$ cat src/rtl/pc_gen_pkg.sv
// Shared types and constants for the fetch PC generator.
package pc_gen_pkg;

    typedef enum logic [1:0] {
        BOOT = 2'd0,
        RUN  = 2'd1,
        HOLD = 2'd2
    } pc_state_e;

    localparam int unsigned PC_INC = 32'd4;

endpackage

$ cat src/rtl/pc_redirect_buf.sv
// Single-entry buffer holding a redirect target that arrived while fetch was stalled.
// Once full, later captures are ignored so the oldest redirect wins.
module pc_redirect_buf #(
    parameter int XLEN = 32
) (
    input  logic            clk,
    input  logic            reset,
    input  logic            capture_i,
    input  logic            clear_i,
    input  logic [XLEN-1:0] target_i,
    output logic            valid_o,
    output logic [XLEN-1:0] target_o
);

    logic            valid_q;
    logic [XLEN-1:0] target_q;

    // Pending-entry register: clear dominates, capture only fills an empty slot.
    always_ff @(posedge clk or posedge reset) begin
        if (reset) begin
            valid_q  <= 1'b0;
            target_q <= {XLEN{1'b0}};
        end else if (clear_i) begin
            valid_q  <= 1'b0;
        end else if (capture_i && !valid_q) begin
            valid_q  <= 1'b1;
            target_q <= target_i;
        end
    end

    assign valid_o  = valid_q;
    assign target_o = target_q;

endmodule

$ cat src/rtl/pc_gen.sv
// Fetch PC generator: boot sequencing, trap/redirect/stall priority, deferred redirects.
// Define PC_MISALIGN_TRAP_EN to turn misaligned redirect targets into traps.
module pc_gen
    import pc_gen_pkg::*;
#(
    parameter int              XLEN      = 32,
    parameter logic [XLEN-1:0] RESET_VEC = 32'h0000_0000,
    parameter logic [XLEN-1:0] TRAP_VEC  = 32'h0000_0100
) (
    input  logic            clk,
    input  logic            reset,
    input  logic            stall_i,
    input  logic            redirect_valid_i,
    input  logic [XLEN-1:0] redirect_target_i,
    input  logic            trap_i,
    output logic [XLEN-1:0] pc_o,
    output logic            pc_valid_o,
    output logic [XLEN-1:0] pc_plus4_o,
    output logic            redirect_pending_o,
    output logic            misalign_o,
    output logic [XLEN-1:0] bad_addr_o
);

    localparam logic [XLEN-1:0] PC_INC_W   = XLEN'(PC_INC);
    localparam logic [XLEN-1:0] ALIGN_MASK = ~(XLEN'(3));

    pc_state_e       state_q, state_d;
    logic [XLEN-1:0] pc_q, pc_d;
    logic            mis_q, mis_d;
    logic [XLEN-1:0] bad_q, bad_d;
    logic            buf_capture_s, buf_clear_s, buf_valid_s;
    logic [XLEN-1:0] buf_target_s;
    logic            load_req_s;
    logic [XLEN-1:0] load_tgt_s;

    pc_redirect_buf #(.XLEN(XLEN)) u_redirect_buf (
        .clk       (clk),
        .reset     (reset),
        .capture_i (buf_capture_s),
        .clear_i   (buf_clear_s),
        .target_i  (redirect_target_i),
        .valid_o   (buf_valid_s),
        .target_o  (buf_target_s)
    );

    // Next-state and next-PC selection; a redirect load is resolved after the case.
    always_comb begin
        state_d       = state_q;
        pc_d          = pc_q;
        buf_capture_s = 1'b0;
        buf_clear_s   = 1'b0;
        load_req_s    = 1'b0;
        load_tgt_s    = redirect_target_i;
        mis_d         = 1'b0;
        bad_d         = bad_q;

        case (state_q)
            BOOT: begin
                state_d = RUN;
            end
            RUN: begin
                if (trap_i) begin
                    pc_d        = TRAP_VEC;
                    buf_clear_s = 1'b1;
                end else if (redirect_valid_i) begin
                    if (stall_i) begin
                        buf_capture_s = 1'b1;
                        state_d       = HOLD;
                    end else begin
                        load_req_s = 1'b1;
                    end
                end else if (!stall_i) begin
                    pc_d = pc_q + PC_INC_W;
                end else begin
                    pc_d = pc_q;
                end
            end
            HOLD: begin
                if (trap_i) begin
                    pc_d        = TRAP_VEC;
                    buf_clear_s = 1'b1;
                    state_d     = RUN;
                end else if (!stall_i) begin
                    load_req_s  = 1'b1;
                    load_tgt_s  = buf_target_s;
                    buf_clear_s = 1'b1;
                    state_d     = RUN;
                end else begin
                    state_d = HOLD;
                end
            end
            default: begin
                state_d = BOOT;
                pc_d    = RESET_VEC;
            end
        endcase

        if (load_req_s) begin
`ifdef PC_MISALIGN_TRAP_EN
            if (load_tgt_s[1:0] != 2'b00) begin
                pc_d  = TRAP_VEC;
                mis_d = 1'b1;
                bad_d = load_tgt_s;
            end else begin
                pc_d = load_tgt_s;
            end
`else
            pc_d  = load_tgt_s & ALIGN_MASK;
            bad_d = {XLEN{1'b0}};
`endif
        end else begin
            mis_d = 1'b0;
        end
    end

    // All PC-side state: FSM, fetch PC, misalign pulse and captured bad address.
    always_ff @(posedge clk or posedge reset) begin
        if (reset) begin
            state_q <= BOOT;
            pc_q    <= RESET_VEC;
            mis_q   <= 1'b0;
            bad_q   <= {XLEN{1'b0}};
        end else begin
            state_q <= state_d;
            pc_q    <= pc_d;
            mis_q   <= mis_d;
            bad_q   <= bad_d;
        end
    end

    assign pc_o               = pc_q;
    assign pc_valid_o         = (state_q == RUN);
    assign pc_plus4_o         = pc_q + PC_INC_W;
    assign redirect_pending_o = buf_valid_s;
    assign misalign_o         = mis_q;
    assign bad_addr_o         = bad_q;

endmodule

$ cat config.mk
export PLATFORM = sky130hd
export DESIGN_NAME = pc_gen
export DESIGN_NICKNAME = d
export VERILOG_FILES = /design/src/rtl/pc_gen_pkg.sv /design/src/rtl/pc_redirect_buf.sv /design/src/rtl/pc_gen.sv
export SDC_FILE = /design/constraint.sdc
export NUM_CORES = 1
export LEC_CHECK = 0
export CAP_MARGIN = 40
export CORE_UTILIZATION = 43
export CTS_CLUSTER_SIZE = 8
export DETAILED_ROUTE_END_ITERATION = 7
export PLACE_DENSITY = 0.79
export REMOVE_ABC_BUFFERS = 1
export SYNTH_ARGS = -nofsm -noshare
export SYNTH_HDL_FRONTEND = slang
export SYNTH_SLANG_ARGS = --single-unit
$ cat constraint.sdc
create_clock -name clk -period 2.3 [get_ports clk]
set_input_delay 0.46 -clock clk [delete_from_list [all_inputs] [get_ports clk]]
set_output_delay 0.46 -clock clk [all_outputs]
set_load 0.02 [all_outputs]
==> flow_metrics.env <==
export IMPL_violations="setup timing"
export IMPL_finalSetupViolCount=20
export IMPL_async_reset_ff_share_pct=100
export IMPL_areaGrowthSynthToFinish_pct=56.7
export IMPL_tritoncts="done"
export IMPL_synth_avg_cell_area_sq_um=9.75
export IMPL_maxSlewViolCount=0
export IMPL_grt_pass1_vias=4040
export IMPL_worstSetupPathType="reg2out"
export IMPL_drive_above_1_share_pct=37.1
export IMPL_fin_total_pwr_w=0.00561
export IMPL_grt_start_max_net_pins=28
export IMPL_yosysWarnings=0
export IMPL_dp_hpwl_mm=8.85
export IMPL_synthCells=434
export IMPL_cts_sinks=63
export IMPL_worst_skew_pair_late_latency_ns=0.35
export IMPL_core_area_sq_mm=0.00937
export IMPL_tns_ns=-2.43
export IMPL_antennaDiodeCount=0
export IMPL_fmax_ghz=0.391
export IMPL_met1_length_mm=5.60
export IMPL_htree_levels=3
export IMPL_grt_pass1_wl_mm=20.0
export IMPL_cts_root_buffer="clkbuf_8"
export IMPL_grt_usage_pct=25.2
export IMPL_min_period_ns=2.56
export IMPL_final_common_cell="buf_4"
export IMPL_wl_met3_um=825
export IMPL_placed_cells=721
export IMPL_hold_viol=0
export IMPL_synth_ff_type="dfrtp_1"
export IMPL_routed_top_layer="met4"
export IMPL_drt_total_wl_mm=13.9
export IMPL_leakagePower_nw=3.14
export IMPL_cts_buffers_inserted=9
export IMPL_power_density_mw_per_mm2=846
export IMPL_vias_per_cell=5.63
export IMPL_end_kind="output port"
export IMPL_drcViolationCount=0
export IMPL_yosysUniqueCellTypes=54
export IMPL_place_port_buffers=96
export IMPL_start_kind="flip-flop"
export IMPL_drt_iter0_markers=260
export IMPL_grt_antenna_before_repair=0
export IMPL_die_area_sq_mm=0.0102
export IMPL_grt_setup_unrepaired="true"
export IMPL_hold_class="in2async"
export IMPL_max_slew_margin_pct=65.2
export IMPL_ant_nets=0
export IMPL_cp_max_fo=2
export IMPL_io_pins=136
export IMPL_utilization_pct=70.8
export IMPL_final_cells=762
export IMPL_core_rowCount=35
export IMPL_worstMarginPinSlew_ns=0.521
export IMPL_wire_per_inst_um=18.3
export IMPL_synth_seq_cells=63
export IMPL_drv_cap=0
export IMPL_timing_final_ws_setup_ns=-0.259
export IMPL_gp_congestion=0.861
export IMPL_initial_utilization_pct=45.2
export IMPL_die_x_um=101
export IMPL_clock_path_buffers=2
export IMPL_clk_pin_slew_ns=0.07
export IMPL_die_height_um=101
export IMPL_met2_wirelength_mm=7.09
export IMPL_status="finished with violations"
export IMPL_first_pass_iters=5
export IMPL_yosysSeqAreaShare_pct=37.2
export IMPL_arrival_ns=2.10
export IMPL_ir_worst_vdd_mv=0.426
export IMPL_crit_required_ns=1.84
export IMPL_nNetsFinal=671
export IMPL_grt_overflow=0
export IMPL_synth_edf_count=0
export IMPL_most_common_layout_cells="buf_4, clkdlybuf4s50_1, dfrtp_1, conb_1, mux2i_1"
export IMPL_whs_ns=0.469
export IMPL_fin_crit_sh_pct=111
export IMPL_synth_cell_area_sq_mm=0.00423
export IMPL_num_vias=4292
export IMPL_skew_ns=0.00734
## cell type report
cell class,instances,area [sq um]
Clock buffer,12,155
Clock inverter,3,18.8
Fill cell,661,2740
Inverter,15,56.3
Multi-Input combinational cell,327,2750
Sequential cell,63,1580
Tap cell,129,161
Timing Repair Buffer,213,1910
## registers in the layout (all words and copies together) (netlist names)
register,count
u_redirect_buf.target_o,30
state_q,2
pc_o,30
u_redirect_buf.valid_o,1
## path summary, 6_finish.rpt
check	start	to	slack, ns	cells past startpoint
max reg2reg	pc_o[3]	pc_o[17]	-0.03	10
min	reset	u_redirect_buf.valid_o	0.47	2
min reg2reg	u_redirect_buf.target_o[31]	u_redirect_buf.target_o[31]	0.49	1
min in group clk	u_redirect_buf.target_o[31]	u_redirect_buf.target_o[31]	0.49	1
max in group asynchronous	reset	pc_o[13]	1.22	3
max	pc_o[3]	pc_plus4_o[17]	-0.26	7
## report_power, final
group / internal [W] / total [W] / switching (W) / leakage (nW)
clock: 0.000443 / 0.000897 / 0.000454 / 0.0922
combinational: 0.00140 / 0.00300 / 0.00160 / 2.23
sequential: 0.00148 / 0.00172 / 0.000240 / 0.817
## metrics by stage
step / area (sq um) / setup slack (ns)
5_1_grt: 6630 / -0.331
3_3_place_gp: 5850 / -0.278
4_1_cts: 6240 / -0.211
3_5_place_dp: 5850 / -0.313
2_1_floorplan: 3980 / -2.64
6_report: 6630 / -0.259
## cell usage after synthesis (all sizes together) (2+ instances only)
cell / instances / area, sq um
a21o: 5 / 37.5
a21oi: 19 / 95.1
a221o: 2 / 20.0
a22o: 8 / 70.1
a31oi: 5 / 31.3
and3: 5 / 31.3
buf: 45 / 314
clkbuf: 20 / 75.1
dfrtp: 63 / 1580
ha: 5 / 62.6
inv: 15 / 56.3
mux2: 30 / 338
mux2i: 31 / 310
nand2: 18 / 67.6
nand3: 15 / 85.1
nand4: 9 / 75.1
nor2: 22 / 82.6
nor3: 5 / 25.0
nor4: 8 / 98.9
o21a: 2 / 15.0
o21ai: 26 / 130
o22ai: 7 / 43.8
o2bb2ai: 3 / 26.3
o311ai: 3 / 26.3
o32a: 9 / 90.1
o32ai: 5 / 43.8
or3: 4 / 25.0
or4: 2 / 15.0
xnor2: 21 / 184
xor2: 7 / 61.3
## cell families after synthesis
kind of cell	synth area share (%)
adder cells (fa/ha/maj)	1.48
AND/OR/NAND/NOR	13.2
other	0.0886
buffers and inverters	10.5
flip-flops	37.2
multiplexers	15.3
AO/OA/AOI/OAI	16.3
XOR/XNOR	5.79
## metal layers
metal / global-route usage, % / vias to the layer above
met1: 32.1 / 2129
met3: 4.55 / 35
met5: 0 / -
met2: 42.3 / 219
met4: 10.1 / 0
li1: - / 1909
## worst max-delay path, cell delays in order (launching register included)
cell and delay [ns]:
dfrtp_1 0.42, buf_6 0.13, nand4_4 0.10, nor4_4 0.33
buf_4 0.17, nand4_1 0.22, xnor2_1 0.22, buf_4 0.16
## what timing repair did
item,CTS,global route
hold buffers,0,0
pin swaps,13,26
buffers inserted,9,20
endpoints found under the setup margin,29,27
gates resized for setup,178,54
Note: power is estimated with default switching activity, not from simulation.
